### config.mk
export PLATFORM = sky130hd
export DESIGN_NAME = pipe_stage_elastic
export DESIGN_NICKNAME = d
export VERILOG_FILES = /design/src/rtl/pipe_stage_elastic_pkg.sv /design/src/rtl/pipe_stage_elastic.sv
export SDC_FILE = /design/constraint.sdc
export NUM_CORES = 1
export LEC_CHECK = 0
export BUFFER_PORTS_ARGS = -buffer_cell sky130_fd_sc_hd__buf_2
export CAP_MARGIN = 5
export CORE_ASPECT_RATIO = 0.9
export CORE_MARGIN = 3
export CORE_UTILIZATION = 57
export DETAILED_ROUTE_END_ITERATION = 16
export PLACE_DENSITY_LB_ADDON = 0.1
export REMOVE_ABC_BUFFERS = 1
export SLEW_MARGIN = 40
export SYNTH_ARGS = -nofsm -noshare
export SYNTH_HDL_FRONTEND = slang
export SYNTH_SLANG_ARGS = --single-unit
### constraint.sdc
create_clock -name clk -period 3.24 [get_ports clk]
set_input_delay 0.162 -clock clk [delete_from_list [all_inputs] [get_ports clk]]
set_output_delay 0.162 -clock clk [all_outputs]
set_load 0.01 [all_outputs]
### src/rtl/pipe_stage_elastic_pkg.sv
// Shared definitions for the elastic pipeline stage: state encoding and occupancy width.
package pipe_stage_elastic_pkg;

    localparam int PIPE_OCC_W = 2;

    typedef enum logic [1:0] {
        PIPE_EMPTY = 2'd0,
        PIPE_ONE   = 2'd1,
        PIPE_FULL  = 2'd2
    } pipe_state_e;

    function automatic logic [PIPE_OCC_W-1:0] occ_of(input pipe_state_e s);
        case (s)
            PIPE_ONE:  return 2'd1;
            PIPE_FULL: return 2'd2;
            default:   return 2'd0;
        endcase
    endfunction

endpackage

### src/rtl/pipe_stage_elastic.sv
// Valid/ready pipeline stage register with optional 2-entry skid buffer and synchronous flush.
module pipe_stage_elastic
    import pipe_stage_elastic_pkg::*;
#(
    parameter int DATA_W         = 64,
    parameter bit SKID           = 1'b1,
    parameter bit CLEAR_ON_FLUSH = 1'b1
) (
    input  logic                  clk,
    input  logic                  reset,
    input  logic                  flush,
    input  logic                  in_valid,
    output logic                  in_ready,
    input  logic [DATA_W-1:0]     in_data,
    output logic                  out_valid,
    input  logic                  out_ready,
    output logic [DATA_W-1:0]     out_data,
    output logic [PIPE_OCC_W-1:0] occupancy
);

    logic                  w_in_fire;
    logic                  w_out_fire;
    pipe_state_e           r_state;
    pipe_state_e           w_state_nxt;
    logic [DATA_W-1:0]     r_main;
    logic [DATA_W-1:0]     w_main_nxt;
    logic                  r_out_valid;
    logic [PIPE_OCC_W-1:0] r_occ;

    assign w_in_fire  = in_valid & in_ready;
    assign w_out_fire = r_out_valid & out_ready;
    assign out_valid  = r_out_valid;
    assign out_data   = r_main;
    assign occupancy  = r_occ;

    // Valid and occupancy get their own flops so the outputs are never decoded from state.
    always_ff @(posedge clk) begin
        if (reset) begin
            r_state     <= PIPE_EMPTY;
            r_main      <= '0;
            r_out_valid <= 1'b0;
            r_occ       <= '0;
        end else begin
            r_state     <= w_state_nxt;
            r_main      <= w_main_nxt;
            r_out_valid <= (w_state_nxt != PIPE_EMPTY);
            r_occ       <= occ_of(w_state_nxt);
        end
    end

    if (SKID) begin : g_skid
        logic [DATA_W-1:0] r_skid;
        logic [DATA_W-1:0] w_skid_nxt;
        logic              r_in_ready;

        assign in_ready = r_in_ready;

        always_comb begin
            w_state_nxt = r_state;
            w_main_nxt  = r_main;
            w_skid_nxt  = r_skid;
            case (r_state)
                PIPE_EMPTY: begin
                    if (w_in_fire) begin
                        w_state_nxt = PIPE_ONE;
                        w_main_nxt  = in_data;
                    end
                end
                PIPE_ONE: begin
                    if (w_in_fire && w_out_fire) begin
                        w_main_nxt = in_data;
                    end else if (w_in_fire) begin
                        w_state_nxt = PIPE_FULL;
                        w_skid_nxt  = in_data;
                    end else if (w_out_fire) begin
                        w_state_nxt = PIPE_EMPTY;
                    end
                end
                PIPE_FULL: begin
                    if (w_out_fire) begin
                        w_state_nxt = PIPE_ONE;
                        w_main_nxt  = r_skid;
                    end
                end
                default: w_state_nxt = PIPE_EMPTY;
            endcase
            // Flush overrides any transition, including an accepted input beat.
            if (flush) begin
                w_state_nxt = PIPE_EMPTY;
                if (CLEAR_ON_FLUSH) begin
                    w_main_nxt = '0;
                    w_skid_nxt = '0;
                end
            end
        end

        always_ff @(posedge clk) begin
            if (reset) begin
                r_skid     <= '0;
                r_in_ready <= 1'b1;
            end else begin
                r_skid     <= w_skid_nxt;
                r_in_ready <= (w_state_nxt != PIPE_FULL);
            end
        end
    end else begin : g_single
        // Without a skid slot the stage can only accept when the main entry drains this cycle.
        assign in_ready = !r_out_valid | out_ready;

        always_comb begin
            w_state_nxt = r_state;
            w_main_nxt  = r_main;
            if (w_in_fire) begin
                w_state_nxt = PIPE_ONE;
                w_main_nxt  = in_data;
            end else if (w_out_fire) begin
                w_state_nxt = PIPE_EMPTY;
            end
            if (flush) begin
                w_state_nxt = PIPE_EMPTY;
                if (CLEAR_ON_FLUSH) begin
                    w_main_nxt = '0;
                end
            end
        end
    end

endmodule

==> results summary <==
The flow ran to the end, and the final reports show no timing, DRC or antenna violations. The setup check on the worst reg-to-reg path leaves a slack of ~1000 ps. The total area inside the core boundary comes to about 0.0094 sq mm. The netlist area before placement is 0.00564 sq mm.

The destination of the worst register-to-register timing path is out_data[27]$_SDFFE_PP0P_. In the finished design, the share of the clock period the worst path needs comes to 0.687. The final layout contains around 840 nets. The leading cell type in the layout, fill and taps excluded is buf_2. The main combinational cell family by area after synthesis is compound AO/OA/AOI/OAI gates. The highest clock rate came out at 450 MHz.

Synthesis inferred ~130 register bits. The maximum root-to-sink buffer count came out at 2. The TritonCTS clock tree is yes. The number of buffers inserted by hold repair at cts came out at between 60 and 70. In the global route stage, met3 resource usage came out at 0.0524. The total power density per cell area is ~550 mW/mm^2. The maximum ir drop on the vdd rail came out at between 0.4 and 0.5 mV. Across the run, the number of max-cap violations was 0. The aggregate routed wire length is 15200 um.

The clock sink count came out at 134. For met2 alone, demand over resource in global routing was 0.466. The number of rows in the core area is 33. The synthesized area per cell is approximately 9.4 sq um. Of the total synthesized cell area, the portion taken by full adders, half adders and majority gates is 0. Port buffering added 136 buffers. Setup repair after global routing left no endpoint under its margin.

The critical path data required time is 3640 ps. The violation count after the first detailed-routing iteration is ~400. The first detailed-routing pass ran for 5 iterations. The per-cell via count in the routed design is approximately 5.6.

Leaving out fill and tap cells, the most frequent cells in the layout are buf_2 (136), dfxtp_1 (134), nand2_1 (132), dlygate4sd3_1 (66), a21oi_1 (65). The die outline width came out at approximately 110 um. The number of setup violations in the final report is 0. The number of CTS-inserted buffers is 17.

The power after layout came out at 4220 uW. The number of warnings printed during yosys synthesis is 0. The kind of end point of the critical path is a flop. The post-cts resize count came out at 0. After the flow finishes, the layout carries non-filler instances totaling roughly 910. The area growth from synthesis to layout is 34.9%. The switching power total came out at 1060 uW. The number of stages on the worst hold path came out at 4. The initial utilization of the core area, before any placement, comes to 0.602. At the worst endpoint, the arrival time is approximately 2600 ps.

The worst register-to-register path begins at r_state[1]$_SDFF_PP0_. The internal power summed over all cells is between 3000 and 4000 uW. Of the total power, combinational logic draws 0.115. The number of failing hold endpoints at the final stage came to 0. The number of top-level pins came out at between 100 and 150. Once detail routing completed, the nets flagged for antenna violations numbered 0. The kind of start point of the critical path is a flop. In this run the worst hold path is classified as input port to flop. The simple-gate area share of the yosys netlist came out at 0.156. The final critical-path required period came out at between 2000 and 2500 ps. Summed over all cells, the static leakage comes to approximately 0.0034 uW. The wire length of the first global-routing pass came out at ~25000 um. The full die area is roughly 0.011 sq mm. In this run the most critical hold path is launched from in_valid. Clock tree synthesis selected as its root buffer the cell clkbuf_8.

The part of the Yosys area used for sequential elements is 0.476. The height of the chip is 100 um. The number of global-route vias before repair came to roughly 5100. Routability-driven placement finished with a final weighted congestion of 0.773. The DRC violation count after routing came out at 0. The per-cell routed wire length is around 17 um.

Clock-pin slew was measured on the worst setup and hold paths at roughly 60 ps. The worst setup path is of the flop to flop kind. The maximum clock skew at final layout is 11.7 ps.

The fraction of layout cells with a size suffix above 1 is 0.310. The mux contribution to synthesized area came out at 0.114. Of the total power, the share spent switching nets is 0.250. The number of antenna violations at the first check in global routing came out at 0.

The cell count after synthesis came out at ~600. The layout has approximately 600 filler cells. The total overflow reported by the global router is 0. The top fanout value on the critical path is 66. The path depth of the worst reg2reg path came out at 5. 0 antenna diodes ended up in the layout. Counting distinct cell types in the post-synthesis netlist gives 24. The later pin in the worst-skew pair is clocked with a latency of ~520 ps. The total global-route track usage came out at 0.273.

The number of levels in the clock H-tree came out at 4. After global routing, the most crowded layer is met2. The max-slew violation total from the final report came to 0. The share of total power dissipated in sequential elements is 0.410. The final setup TNS is 0 ps.

The pin count of the biggest net entering global routing is 67. The number of placed instances, taps included came out at between 800 and 900. The path with the worst hold slack has its endpoint at out_valid$_SDFF_PP0_. The xor and xnor area share after synthesis came out at 0. The final hold slack came out at approximately 95 ps.

The fraction of the mapped netlist area in compound gates came out at 0.205. The worst slew margin relative to its limit came out at 0.483. The number of buffers inserted to repair setup after CTS came out at 0. For the pin with the worst max-slew slack, the measured transition is 775 ps. The half-perimeter wire length of the detailed placement result came out at ~8300 um. The share of total power dissipated in the clock network is 0.475. The routed layout has between 5000 and 6000 vias. The met1 global-route usage is 0.343.
-- kinds of logic (layout without fill, tap and decap cells) --
| logic type | Yosys count | count (layout) |
|---|---|---|
| and+or+nand+nor | 206 | 206 |
| muxes | 64 | 64 |
| DFF | 134 | 134 |
| AOI/OAI and AO/OA | 134 | 134 |
| buffers and inverters | 59 | 245 |
-- worst max-delay path by stage --
stage          depth (start not counted)             startpoint                   endpoint
2_1_floorplan                          4  r_state[0]$_SDFF_PP0_  out_data[27]$_SDFFE_PP0P_
4_1_cts                                5  r_state[1]$_SDFF_PP0_  out_data[27]$_SDFFE_PP0P_
5_1_grt                                5  r_state[1]$_SDFF_PP0_  out_data[27]$_SDFFE_PP0P_
3_3_place_gp                           4  r_state[0]$_SDFF_PP0_  out_data[63]$_SDFFE_PP0P_
3_5_place_dp                           4  r_state[0]$_SDFF_PP0_  out_data[21]$_SDFFE_PP0P_
6_report                               5  r_state[1]$_SDFF_PP0_  out_data[27]$_SDFFE_PP0P_
-- area by class of cell --
class	count	area, sq um	share of cell area
multi-input combinational	404	2710	0.356
sequential	134	2680	0.353
timing repair buffer	210	1440	0.189
clock buffer	17	414	0.0544
clock inverter	15	201	0.0265
tap	122	153	0.0201
inverter	3	11.3	0.00148
-- layer usage --
layer | wire [um] | share of wire
met1 | 6400 | 0.42
met2 | 7570 | 0.50
met3 | 940 | 0.062
met4 | 333 | 0.022
met5 | 0 | 0
-- Yosys cell counts --
library cell / count / area share
a21oi_1: 65 / 0.058
nand2b_1: 1 / 0.0011
a21o_1: 1 / 0.0013
o31a_1: 2 / 0.0031
o2bb2ai_2: 1 / 0.0027
buf_4: 6 / 0.0080
nand2_1: 132 / 0.088
a21boi_1: 1 / 0.0013
nor2_1: 1 / 0.00066
nand3_1: 1 / 0.00089
a211oi_2: 60 / 0.13
dfxtp_1: 134 / 0.48
nor3_1: 65 / 0.058
or2_1: 3 / 0.0033
nor3b_1: 1 / 0.0013
buf_2: 15 / 0.013
and3b_1: 1 / 0.0016
buf_1: 3 / 0.0020
clkbuf_1: 29 / 0.019
mux2i_1: 64 / 0.11
and3_1: 1 / 0.0011
a211oi_1: 4 / 0.0053
buf_6: 3 / 0.0060
inv_1: 3 / 0.0020
-- power by group through the flow --
stage / clock network (uW) / logic, uW / registers (uW)
CTS: 2030 / 482 / 1730
detailed placement: 0 / 418 / 1760
global route: 2100 / 526 / 1730
floorplan: 0 / 242 / 1780
finish: 2010 / 485 / 1730
global placement: 0 / 408 / 1760
-- registers in the layout, summed over array words and instances, names as in the netlist --
| signal | count |
|---|---|
| out_data | 64 |
| in_ready | 1 |
| out_valid | 1 |
| r_state | 2 |
| occupancy | 2 |
| g_skid.r_skid | 64 |
-- worst max-delay path, cell delays in order, from the launching register on --
cell and delay [ps]:
dfxtp_1 450, nand2b_4 340, o2bb2ai_4 260, buf_4 620
nor3_1 90, a211oi_1 330
-- stage by stage --
stage	instance area [sq um]	utilization	worst slack, ps
after floorplan	5370	-	-3310
after global placement	6330	0.676	1140
after detailed placement	6330	0.676	1080
after CTS	7610	0.812	1040
after global routing	7610	0.812	842
final	7610	0.812	1020
No activity file was read; power rests on OpenSTA's default activity.
